[src/rtl/wb_mtimer_pkg.sv]
// Shared definitions for the RISC-V machine timer: register offsets,
// control register layout and reset constants.
package wb_mtimer_pkg;

  // Word offsets decoded from wb_adr_i[4:2]
  localparam logic [2:0] MTIMER_MTIME_LO    = 3'd0;
  localparam logic [2:0] MTIMER_MTIME_HI    = 3'd1;
  localparam logic [2:0] MTIMER_MTIMECMP_LO = 3'd2;
  localparam logic [2:0] MTIMER_MTIMECMP_HI = 3'd3;
  localparam logic [2:0] MTIMER_CTRL        = 3'd4;

  // CTRL register: div at bits [15:8], en at bit 0
  typedef struct packed {
    logic [7:0] div;
    logic       en;
  } mtimer_ctrl_t;

  // mtimecmp starts at all-ones so the interrupt stays quiet out of reset
  localparam logic [63:0] MTIMECMP_RST = 64'hFFFF_FFFF_FFFF_FFFF;

  // Byte-lane merge: bits under wmask take wdata, the rest keep old
  function automatic logic [31:0] merge_word(input logic [31:0] old,
                                             input logic [31:0] wdata,
                                             input logic [31:0] wmask);
    return (old & ~wmask) | (wdata & wmask);
  endfunction

  // Bus view of the control register
  function automatic logic [31:0] ctrl_to_word(input mtimer_ctrl_t c);
    return {16'h0000, c.div, 7'h00, c.en};
  endfunction

endpackage

[src/rtl/wb_slave_regif.sv]
// Generic Wishbone B4 pipelined slave front end: never stalls, acks every
// accepted request one cycle later, and presents a simple register strobe
// interface with a bit-level write mask derived from the byte selects.
module wb_slave_regif (
  input  logic        clk,
  input  logic        rst,
  input  logic        cyc,
  input  logic        stb,
  input  logic        we,
  input  logic [31:0] adr,
  input  logic [3:0]  sel,
  input  logic [31:0] bus_wdata,
  output logic [31:0] bus_rdata,
  output logic        ack,
  output logic        stall,
  output logic        reg_we,
  output logic        reg_re,
  output logic [2:0]  reg_idx,
  output logic [31:0] reg_wdata,
  output logic [31:0] reg_wmask,
  input  logic [31:0] reg_rdata
);

  logic        accept;
  logic        ack_q;
  logic [31:0] rdata_q;
  logic        unused_adr;

  assign unused_adr = ^{adr[31:5], adr[1:0]};

  // Request decode: a strobe inside an active cycle is taken immediately
  always_comb begin
    accept    = cyc & stb;
    reg_we    = accept & we;
    reg_re    = accept & ~we;
    reg_idx   = adr[4:2];
    reg_wdata = bus_wdata;
    reg_wmask = {{8{sel[3]}}, {8{sel[2]}}, {8{sel[1]}}, {8{sel[0]}}};
  end

  // Ack and read data are registered one cycle after acceptance
  always_ff @(posedge clk or posedge rst) begin
    if (rst) begin
      ack_q   <= 1'b0;
      rdata_q <= '0;
    end else begin
      ack_q <= accept;
      if (accept) rdata_q <= reg_rdata;
    end
  end

  // Dropping cyc in the ack cycle aborts the transfer, so the ack is gated
  always_comb begin
    ack       = ack_q & cyc;
    bus_rdata = rdata_q;
    stall     = 1'b0;
  end

endmodule

[src/rtl/wb_mtimer.sv]
// RISC-V machine timer behind a Wishbone pipelined slave: 64-bit mtime with
// a programmable prescaler, 64-bit mtimecmp and a level timer interrupt.
module wb_mtimer
  import wb_mtimer_pkg::*;
#(
  parameter logic [7:0] RST_DIV = 8'd0,
  parameter logic       RST_EN  = 1'b0
) (
  input  logic        clk_i,
  input  logic        rst_i,
  input  logic        wb_cyc_i,
  input  logic        wb_stb_i,
  input  logic        wb_we_i,
  input  logic [31:0] wb_adr_i,
  input  logic [3:0]  wb_sel_i,
  input  logic [31:0] wb_dat_i,
  output logic [31:0] wb_dat_o,
  output logic        wb_ack_o,
  output logic        wb_stall_o,
  output logic        irq_timer_o
);

  logic         reg_we;
  logic         reg_re;
  logic [2:0]   reg_idx;
  logic [31:0]  reg_wdata;
  logic [31:0]  reg_wmask;
  logic [31:0]  reg_rdata;

  logic [63:0]  mtime;
  logic [63:0]  mtimecmp;
  mtimer_ctrl_t ctrl;
  logic [7:0]   cnt;
  logic         irq;

  logic         wr_mtime_lo;
  logic         wr_mtime_hi;
  logic         wr_cmp_lo;
  logic         wr_cmp_hi;
  logic         wr_ctrl;
  logic         tick;

  wb_slave_regif u_regif (
    .clk       (clk_i),
    .rst       (rst_i),
    .cyc       (wb_cyc_i),
    .stb       (wb_stb_i),
    .we        (wb_we_i),
    .adr       (wb_adr_i),
    .sel       (wb_sel_i),
    .bus_wdata (wb_dat_i),
    .bus_rdata (wb_dat_o),
    .ack       (wb_ack_o),
    .stall     (wb_stall_o),
    .reg_we    (reg_we),
    .reg_re    (reg_re),
    .reg_idx   (reg_idx),
    .reg_wdata (reg_wdata),
    .reg_wmask (reg_wmask),
    .reg_rdata (reg_rdata)
  );

  // Write strobes per register and the prescaler tick
  always_comb begin
    wr_mtime_lo = reg_we && (reg_idx == MTIMER_MTIME_LO);
    wr_mtime_hi = reg_we && (reg_idx == MTIMER_MTIME_HI);
    wr_cmp_lo   = reg_we && (reg_idx == MTIMER_MTIMECMP_LO);
    wr_cmp_hi   = reg_we && (reg_idx == MTIMER_MTIMECMP_HI);
    wr_ctrl     = reg_we && (reg_idx == MTIMER_CTRL);
    tick        = ctrl.en && (cnt == ctrl.div);
  end

  // Read mux: values are sampled before any update at the closing edge
  always_comb begin
    reg_rdata = '0;
    if (reg_re) begin
      case (reg_idx)
        MTIMER_MTIME_LO:    reg_rdata = mtime[31:0];
        MTIMER_MTIME_HI:    reg_rdata = mtime[63:32];
        MTIMER_MTIMECMP_LO: reg_rdata = mtimecmp[31:0];
        MTIMER_MTIMECMP_HI: reg_rdata = mtimecmp[63:32];
        MTIMER_CTRL:        reg_rdata = ctrl_to_word(ctrl);
        default:            reg_rdata = '0;
      endcase
    end
  end

  // Control register with per-byte merge of en (byte 0) and div (byte 1)
  always_ff @(posedge clk_i or posedge rst_i) begin
    if (rst_i) begin
      ctrl.en  <= RST_EN;
      ctrl.div <= RST_DIV;
    end else if (wr_ctrl) begin
      ctrl.en  <= reg_wmask[0] ? reg_wdata[0] : ctrl.en;
      ctrl.div <= (ctrl.div & ~reg_wmask[15:8]) | (reg_wdata[15:8] & reg_wmask[15:8]);
    end
  end

  // Prescaler counter: restarts on any CTRL write, wraps at div
  always_ff @(posedge clk_i or posedge rst_i) begin
    if (rst_i) begin
      cnt <= '0;
    end else if (wr_ctrl) begin
      cnt <= '0;
    end else if (ctrl.en) begin
      cnt <= tick ? '0 : cnt + 8'd1;
    end
  end

  // mtime: a bus write to either half suppresses that cycle's increment,
  // so the untouched half holds and no carry crosses into it
  always_ff @(posedge clk_i or posedge rst_i) begin
    if (rst_i) begin
      mtime <= '0;
    end else if (wr_mtime_lo || wr_mtime_hi) begin
      if (wr_mtime_lo) mtime[31:0]  <= merge_word(mtime[31:0], reg_wdata, reg_wmask);
      if (wr_mtime_hi) mtime[63:32] <= merge_word(mtime[63:32], reg_wdata, reg_wmask);
    end else if (tick) begin
      mtime <= mtime + 64'd1;
    end
  end

  // mtimecmp halves, byte-merged
  always_ff @(posedge clk_i or posedge rst_i) begin
    if (rst_i) begin
      mtimecmp <= MTIMECMP_RST;
    end else begin
      if (wr_cmp_lo) mtimecmp[31:0]  <= merge_word(mtimecmp[31:0], reg_wdata, reg_wmask);
      if (wr_cmp_hi) mtimecmp[63:32] <= merge_word(mtimecmp[63:32], reg_wdata, reg_wmask);
    end
  end

  // Registered level interrupt, independent of the enable
  always_ff @(posedge clk_i or posedge rst_i) begin
    if (rst_i) irq <= 1'b0;
    else       irq <= (mtime >= mtimecmp);
  end

  assign irq_timer_o = irq;

endmodule

[config.mk]
export PLATFORM = sky130hd
export DESIGN_NAME = wb_mtimer
export DESIGN_NICKNAME = d
export VERILOG_FILES = /design/src/rtl/wb_mtimer_pkg.sv /design/src/rtl/wb_slave_regif.sv /design/src/rtl/wb_mtimer.sv
export SDC_FILE = /design/constraint.sdc
export NUM_CORES = 1
export LEC_CHECK = 0
export CAP_MARGIN = 20
export CORE_ASPECT_RATIO = 0.8
export CORE_MARGIN = 2
export CORE_UTILIZATION = 35
export CTS_CLUSTER_SIZE = 24
export DETAILED_ROUTE_END_ITERATION = 16
export PLACE_DENSITY = 0.55
export RECOVER_POWER = 50
export SKIP_LAST_GASP = 1
export SYNTH_ARGS = -nofsm -noshare
export SYNTH_HDL_FRONTEND = slang
export SYNTH_SLANG_ARGS = --single-unit
[constraint.sdc]
create_clock -name clk_i -period 10.66 [get_ports clk_i]
set_input_delay 2.132 -clock clk_i [delete_from_list [all_inputs] [get_ports clk_i]]
set_output_delay 2.132 -clock clk_i [all_outputs]
set_load 0.005 [all_outputs]
==> out/qor.yml, run 1 <==
yosys:
  async_flop_share: 1.000
  synth_warnings: 0
  synth-main-ff-cell: "dfrtp_1"
  yosys.area.top_type: "dfrtp_1"
  ys_top_cells_by_area: "dfrtp_1 (25%), dfstp_2 (15%), ha_1 (7.3%), o21ai_0 (6.5%), nand2_1 (6.5%)"
  synth.distinct_cells: 71
  synth-seq-cells: 179
  synth_top_area_share: 0.2550
  yosysSeqAreaShare: 0.4039
  syn_inst: 1307
  synth.net_count: 1446
  syn_area_per_cell_sq_um: 8.636
  synth_edf_count: 0
  synth_area_sq_um: 11290
timing:
  min_period_over_period: 0.5495
  fin_skew_ns: 0.01172
  finalHoldViolations: 0
  fmaxAchievable_ghz: 0.1707
  period_needed_ns: 5.858
  finalWorstSetupSlack_ns: 4.802
  finalSetupTns_ns: 0
  worst_pin_slew_ns: 4.780
  slew_viol_final: 138
  rsz0062_at_grt: "false"
  max_slew_margin: -2.204
  setup_viol: 0
cts:
  cts.sinks: 179
  insertion_delay_ns: 0.45
  clock_path_buffers: 2
  root_buffer: "clkbuf_16"
  numCtsBuffers: 17
  htree_levels: 4
  cts_resized: 0
  post_cts_buffers: 0
  ctsHoldBuffers: 0
  cts_tree: "built"
  clk_pin_slew_worst_paths_ns: 0.07
routing:
  drtIter0Drc: 1311
  viasPerCell: 5.916
  remaining_drc_errors: 0
  wl_mm: 40.26
  dr.pass1.iters: 5
  wl_per_cell_microns: 22.64
  drt.antenna.violating_nets: 0
  vias: 10520
setup_path:
  reg2regPathDepth: 8
  critPathMaxStageDelay_ns: 2.64
  crit_path_max_fanout: 102
  cp-end-kind: "asynchronous set/reset pin"
  critPathArrivalTime_ns: 6.42
  critPathKind: "input port to asynchronous set/reset pin"
  cp.depth: 4
  required_ns: 11.22
  cp_top_family: "buffers and inverters"
  slowest_stage: "clkinvlp_2"
  startpoint_type: "input port"
  path_buf_inv: 4
  path_cells: "dlygate4sd3_1 > clkinvlp_2 > clkbuf_1 > buf_16"
floorplanning:
  die_w_microns: 204.8
  start_util: 0.3576
  rows: 58
  fp.dieH_microns: 164.6
  die-area_sq_um: 33710
  pin_count: 108
  core_area_sq_um: 31570
outcome:
  violations: "max-capacitance violations, max-slew violations"
  status: "finished with violations"
power_and_ir_drop:
  p_per_area_nw_per_um2: 142.0
  p_int_w: 0.001267
  switching_share: 0.3126
  p_leak_nw: 5.669
  total_power_w: 0.001843
  power_frac_comb: 0.184
  peakVddDrop_mv: 0.09870
  p_seq_frac: 0.476
  p_switching_w: 0.0005762
  p_clk_frac: 0.339
finish:
  area_growth_pct: 14.94
  nFillCells: 3180
  antenna_cells: 0
  stdcell_count: 1778
  drive_gt1_frac: 0.1060
  final_net_count: 1484
global_routing:
  grt_start_max_net_pins: 103
  grt_pass1_vias: 9834
  grt_use_total: 0.2460
  overflow: 0
  grt_antenna_before_repair: 1
  grt_first_pass_wirelength_mm: 61.89
placed_design:
  post-place-ws_ns: 5.083
  dp_cells: 1744
  io_buffers: 77
  gp_congestion: 0.9303
  hpwl_mm: 29.24
min_path:
  hp-class: "flop to flop"
  whs_path_depth: 2
flow_run:
  maxCapViolations: 2
through the flow:
step                utilization  hold slack, ns  instance area, sq um
global route             0.4110          0.4957                 12970
detailed placement       0.3925          0.4699                 12390
finish                   0.4110          0.4681                 12970
CTS                      0.4102          0.4844                 12950
global placement         0.3925          0.4602                 12390
floorplan                     -          0.4733                 11290
Yosys cell counts, types with 4 or more instances:
library cell	instances
ha_1	66
mux2i_1	17
o31ai_1	4
o22ai_1	23
nand4_1	31
nand2_1	194
dfrtp_1	115
nor3_1	31
a211oi_1	17
nor2_1	69
and2_1	14
xor2_1	12
nand3_1	37
clkbuf_1	58
inv_1	82
a221oi_1	38
o21ai_0	147
a21o_1	6
and3_1	29
and4_1	12
a22o_1	30
mux2_2	11
buf_2	7
nor4_1	14
a21oi_1	74
o32ai_1	6
a21oi_2	6
dfstp_2	64
nand2b_1	14
a311oi_1	10
final timing paths:
kind                                              startpoint                           endpoint  slack, ns
setup / recovery                                       rst_i         asynchronous set/reset pin       4.80
hold / removal             u_regif.bus_rdata[17]$_DFFE_PP0P_  u_regif.bus_rdata[17]$_DFFE_PP0P_       0.47
setup reg to reg                                        flop              irq_timer_o$_DFF_PP0_       7.59
hold reg to reg            u_regif.bus_rdata[17]$_DFFE_PP0P_  u_regif.bus_rdata[17]$_DFFE_PP0P_       0.47
max in group clk_i                                  wb_cyc_i                           wb_ack_o       5.15
min in group asynchronous                              rst_i   u_regif.bus_rdata[3]$_DFFE_PP0P_       3.58
cells by family after synthesis:
family	Yosys count	share of synthesized area
muxes	28	0.02605
and+or+nand+nor	471	0.2065
xor gates and xnor gates	14	0.01086
other	1	0.0003322
DFF	179	0.4039
AOI/OAI and AO/OA	394	0.2245
buffers and inverters	154	0.05465
adders and majority gates	66	0.07316
cell usage in the layout, fill, tap and decap left out, types with 11 or more instances in the layout:
master,instances
xor2_1,12
nand2_1,194
nand3_1,37
clkdlybuf4s50_1,43
nor4_1,14
and3_1,29
nor3_1,29
a22o_1,30
dfstp_2,63
inv_1,81
a221oi_1,38
mux2_2,11
dfrtp_1,115
ha_1,66
a21oi_1,74
o22ai_1,23
o21ai_0,147
mux2i_1,17
clkbuf_16,17
nand2b_1,14
and4_1,12
a211oi_1,17
nand4_1,31
dlygate4sd3_1,34
and2_1,14
nor2_1,68
layer usage:
metal  track usage  wire length, microns
met1        0.3732                 19310
met2        0.3447                 16510
met3       0.05979                  3669
met4       0.06291                   771
met5             0                     0
area by class of cell:
type,instances,area (sq um),share of cell area
clock buffers,21,450.4,0.03472
clock inverters,11,107.6,0.008294
inverters,82,309.0,0.02382
multi-input cells,974,6130,0.4725
flip-flops and latches,179,4559,0.3514
well taps,420,525.5,0.04051
repair buffers,91,892.1,0.06876
power by group through the flow:
stage                     logic [W]  registers [W]  clock network (W)
final                      0.000340       0.000878           0.000625
after global routing       0.000385       0.000891           0.000665
after CTS                  0.000343       0.000878           0.000636
after detailed placement   0.000342       0.000889                  0
after global placement     0.000333       0.000887                  0
after floorplan            0.000233       0.000861                  0
tightest hold or removal path: cells and delay by family (launching register included):
kind / cells / cell delay [ns]
flops: 1 / 0.34
compound gates: 1 / 0.05
simple gates: 1 / 0.04
Note: power is estimated with default switching activity, not from simulation.
==> inputs of run 2 (changes only) <==
PLACE_DENSITY = 0.57   (was 0.55)
clock period = 4.8 ns   (was 10.66 ns; I/O delays follow)
==> out/qor.yml, run 2 (same netlist as run 1, synthesis figures left out) <==
finish:
  nFillCells: 3137
  layout_commonest_cell: "nand2_1"
  final_net_count: 1493
  final_cell_area_sq_um: 13070
  seqCellArea_sq_um: 4559
  area_growth_pct: 15.79
  drive_gt1_frac: 0.1141
  multi_input_area_sq_um: 6130
  final_cell_mix: "nand2_1 (194), o21ai_0 (147), dfrtp_1 (115)"
routing:
  remaining_drc_errors: 0
  viasPerCell: 5.913
  drt.antenna.violating_nets: 0
  vias: 10590
  wl_mm: 40.86
  drtIter0Drc: 1191
  dr.pass1.iters: 6
  wl_per_cell_microns: 22.83
cts:
  insertion_delay_ns: 0.45
  clock_path_buffers: 2
  htree_levels: 4
  cts_tree: "built"
  ctsHoldBuffers: 0
  clk_pin_slew_worst_paths_ns: 0.07
  root_buffer: "clkbuf_16"
  cts.sinks: 179
  numCtsBuffers: 17
  post_cts_buffers: 0
  cts_resized: 0
global_routing:
  grt_antenna_before_repair: 2
  grt_use_total: 0.2487
  overflow: 0
  grt_start_max_net_pins: 105
  grt_first_pass_wirelength_mm: 62.95
  grt_pass1_vias: 10140
placed_design:
  gp_congestion: 0.9675
  io_buffers: 77
  hpwl_mm: 29.96
  placed_cell_area_sq_um: 12480
min_path:
  whs_path_depth: 2
  hp-class: "flop to flop"
  min_from: "u_regif.bus_rdata[7]$_DFFE_PP0P_"
  holdPathEnd: "u_regif.bus_rdata[7]$_DFFE_PP0P_"
setup_path:
  critPathKind: "input port to flop"
  startpoint_type: "input port"
  crit_path_max_fanout: 23
  required_ns: 5.11
  r2r-end: "irq_timer_o$_DFF_PP0_"
  critPathMostFrequentCell: "buf_4"
  critPathArrivalTime_ns: 3.74
  slowest_stage: "nand2_1"
  crit_start: "wb_cyc_i"
  path_cells: "clkdlybuf4s50_1 > buf_4 > and3_1 > nand2_2 > nand4_1 > buf_4 > nand2_1 > a21oi_1 > a211oi_1"
  r2r_slack_ns: 1.70
  cp-end-kind: "flop"
  reg2regPathDepth: 8
  critPathMaxStageDelay_ns: 0.48
timing:
  fin_skew_ns: 0.01248
  setup_viol: 0
  min_period_over_period: 0.7147
  fmaxAchievable_ghz: 0.2915
  period_needed_ns: 3.431
  rsz0062_at_grt: "false"
  finalHoldViolations: 0
  finalSetupTns_ns: 0
  worst_pin_slew_ns: 1.814
  slew_viol_final: 89
  max_slew_margin: -0.2095
power_and_ir_drop:
  p_per_area_nw_per_um2: 319.3
  p_leak_nw: 5.680
  peakVddDrop_mv: 0.2230
flow_run:
  maxCapViolations: 3
floorplanning:
  rows: 58
  core_area_sq_um: 31570
  die_w_microns: 204.8
  die-area_sq_um: 33710
  fp.dieH_microns: 164.6
  pin_count: 108
  start_util: 0.3576
outcome:
  violations: "max-capacitance violations, max-slew violations"
  status: "finished with violations"
## run 2: worst max path at each step
stage / end / cells after the start
4_1_cts: flop / 9
2_1_floorplan: asynchronous set/reset pin / 1
3_5_place_dp: flop / 9
6_report: flop / 9
3_3_place_gp: flop / 9
5_1_grt: asynchronous set/reset pin / 3
## run 2: cell type report
cell class                      count  share of cell area
Antenna cell                        3           0.0005744
Inverter                           82             0.02365
Multi-Input combinational cell    974              0.4690
Tap cell                          420             0.04021
Clock inverter                     14             0.01178
Sequential cell                   179              0.3489
Timing Repair Buffer              100             0.07228
Clock buffer                       18             0.03360
## run 2: per-layer routing
| layer | part of all wire | GRT usage |
|---|---|---|
| met4 | 0.021 | 0.06291 |
| met2 | 0.41 | 0.3566 |
| met1 | 0.47 | 0.3723 |
| met5 | 0 | 0.007440 |
| met3 | 0.096 | 0.05722 |
## run 2: power breakdown
group / switching (W) / internal (W)
Sequential: 0.000178 / 0.00177
Combinational: 0.000445 / 0.000315
Clock: 0.000676 / 0.000788
Total: 0.00130 / 0.00287
## run 2: metrics by stage
step           total power (W)  setup WS [ns]  hold slack, ns    util  std cells
3_3_place_gp          0.002710          1.034          0.4601  0.3954       1755
6_report              0.004173          1.369          0.4728  0.4140       1790
2_1_floorplan         0.002429          1.598          0.4733       -       1307
4_1_cts               0.004207          1.470          0.4857  0.4142       1787
5_1_grt               0.004380          1.126          0.4962  0.4138       1787
3_5_place_dp          0.002734          1.007          0.4699  0.3954       1755
## run 2: worst max-delay path: cells and delay by family
kind	cells	cell delay, ns
buffers and inverters	3	0.96
AO/OA/AOI/OAI	2	0.34
AND/OR/NAND/NOR	4	1.45
==> inputs of run 3 (changes only) <==
clock period = 2.9 ns   (was 4.8 ns; I/O delays follow)
==> out/qor.yml, run 3 (same netlist as run 1, synthesis figures left out) <==
outcome:
  status: "finished with violations"
  violations: "max-capacitance violations, max-slew violations"
global_routing:
  use_met1: 0.3788
  grt_first_pass_wirelength_mm: 63.39
  grt_pass1_vias: 10230
  gr-max-usage-layer: "met1"
  overflow: 0
  grt.met2_usage: 0.3592
  grt_start_max_net_pins: 80
  grt_antenna_before_repair: 2
  grt_use_total: 0.2515
  met3_usage: 0.05347
placed_design:
  hpwl_mm: 31.30
  io_buffers: 77
  dp_cells: 1851
  gp_congestion: 0.9767
cts:
  htree_levels: 4
  cts.sinks: 179
  insertion_delay_ns: 0.45
  root_buffer: "clkbuf_16"
  cts_resized: 0
  numCtsBuffers: 17
  cts_tree: "built"
  clk_pin_slew_worst_paths_ns: 0.07
  clock_path_buffers: 2
min_path:
  hp-class: "flop to flop"
routing:
  dr.pass1.iters: 8
  wl_per_cell_microns: 22.06
  vias: 10940
  wl_mm: 41.58
  viasPerCell: 5.805
  drt.antenna.violating_nets: 0
  drtIter0Drc: 1319
  remaining_drc_errors: 0
finish:
  final_net_count: 1590
  drive_gt1_frac: 0.1721
  stdcell_count: 1885
  final_cell_mix: "nand2_1 (194), o21ai_0 (147), dfrtp_1 (115)"
  area_growth_pct: 22.67
  layout_commonest_cell: "nand2_1"
setup_path:
  slowest_stage: "clkdlybuf4s50_1"
  startpoint_type: "input port"
  path_cells: "clkdlybuf4s50_1 > and3_1 > nand2_2 > nand4_1 > buf_12 > nand2_1 > a221oi_1"
  critPathArrivalTime_ns: 3.11
  cp_top_family: "simple AND/OR/NAND/NOR gates"
  critPathMaxStageDelay_ns: 0.62
  path_buf_inv: 2
  required_ns: 3.23
  r2r_slack_ns: 0.17
  critPathKind: "input port to flop"
  cp-end-kind: "flop"
  crit_path_max_fanout: 17
floorplanning:
  die_w_microns: 204.8
  fp.dieH_microns: 164.6
  pin_count: 108
  rows: 58
  die-area_sq_um: 33710
  start_util: 0.3576
  core_area_sq_um: 31570
timing:
  period_needed_ns: 2.779
  worst_pin_slew_ns: 1.814
  finalSetupTns_ns: 0
  setup_viol: 0
  finalHoldViolations: 0
  rsz0062_at_grt: "false"
  slew_viol_final: 102
  fmaxAchievable_ghz: 0.3599
  fin_skew_ns: 0.01223
  max_slew_margin: -0.2093
  min_period_over_period: 0.9582
power_and_ir_drop:
  p_leak_nw: 6.165
  p_per_area_nw_per_um2: 503.1
  peakVddDrop_mv: 0.3324
flow_run:
  maxCapViolations: 2
[run 3: cell count changes in the layout (fill, tap and decap cells not counted), sizes merged]
cell / delta
clkinv: -4
buf: +96
clkinvlp: +3
clkbuf: +4
inv: -2
diode: -2
[run 3: area by class of cell]
class	count	area, sq um
clock buffer	21	450.4
fill	3135	17720
antenna	1	2.502
inverter	82	309.0
timing repair buffer	197	1738
clock inverter	11	131.4
multi-input combinational	974	6130
tap	420	525.5
sequential	179	4559
[run 3: power by group]
part / switching (W) / total [W] / internal (W)
Sequential: 0.000289 / 0.00322 / 0.00293
Clock: 0.00109 / 0.00239 / 0.00130
Combinational: 0.000775 / 0.00136 / 0.000583
[run 3: repair_timing]
item                                    4_1_cts  5_1_grt
hold endpoints to repair                      0        0
hold buffers                                  0        0
endpoints found under the setup margin        0        1
setup buffers                                 0        1
[run 3: routing by layer]
layer / routed length (microns) / part of all wire
met1: 19560 / 0.47
met2: 17200 / 0.41
met3: 3932 / 0.095
met4: 881 / 0.021
met5: 0 / 0
[run 3: tightest hold or removal path: stages (launching register included)]
cell and delay (ns):
dfrtp_1 0.34, nand2_1 0.04, o21ai_0 0.06
[run 3: per-stage QoR]
| step | power, W | setup slack [ns] | hold slack, ns | instance area (sq um) | util |
|---|---|---|---|---|---|
| CTS | 0.007019 | 0.1900 | 0.4850 | 13870 | 0.4394 |
| global placement | 0.004576 | -0.2273 | 0.4607 | 13290 | 0.4210 |
| finish | 0.006966 | 0.1211 | 0.4707 | 13850 | 0.4386 |
| global route | 0.007320 | 0.03242 | 0.4980 | 13840 | 0.4385 |
| detailed placement | 0.004615 | -0.2926 | 0.4698 | 13290 | 0.4210 |
| floorplan | 0.004021 | 0.07765 | 0.4733 | 11290 | - |
[run 3: worst paths after layout]
path	start	endpoint	cells past startpoint
max	wb_cyc_i	flop	7
min	u_regif.bus_rdata[4]$_DFFE_PP0P_	u_regif.bus_rdata[4]$_DFFE_PP0P_	2
max reg2reg	flop	flop	8
min reg2reg	u_regif.bus_rdata[4]$_DFFE_PP0P_	u_regif.bus_rdata[4]$_DFFE_PP0P_	2
max in group asynchronous	rst_i	u_regif.bus_rdata[17]$_DFFE_PP0P_	3
min in group asynchronous	rst_i	asynchronous set/reset pin	3
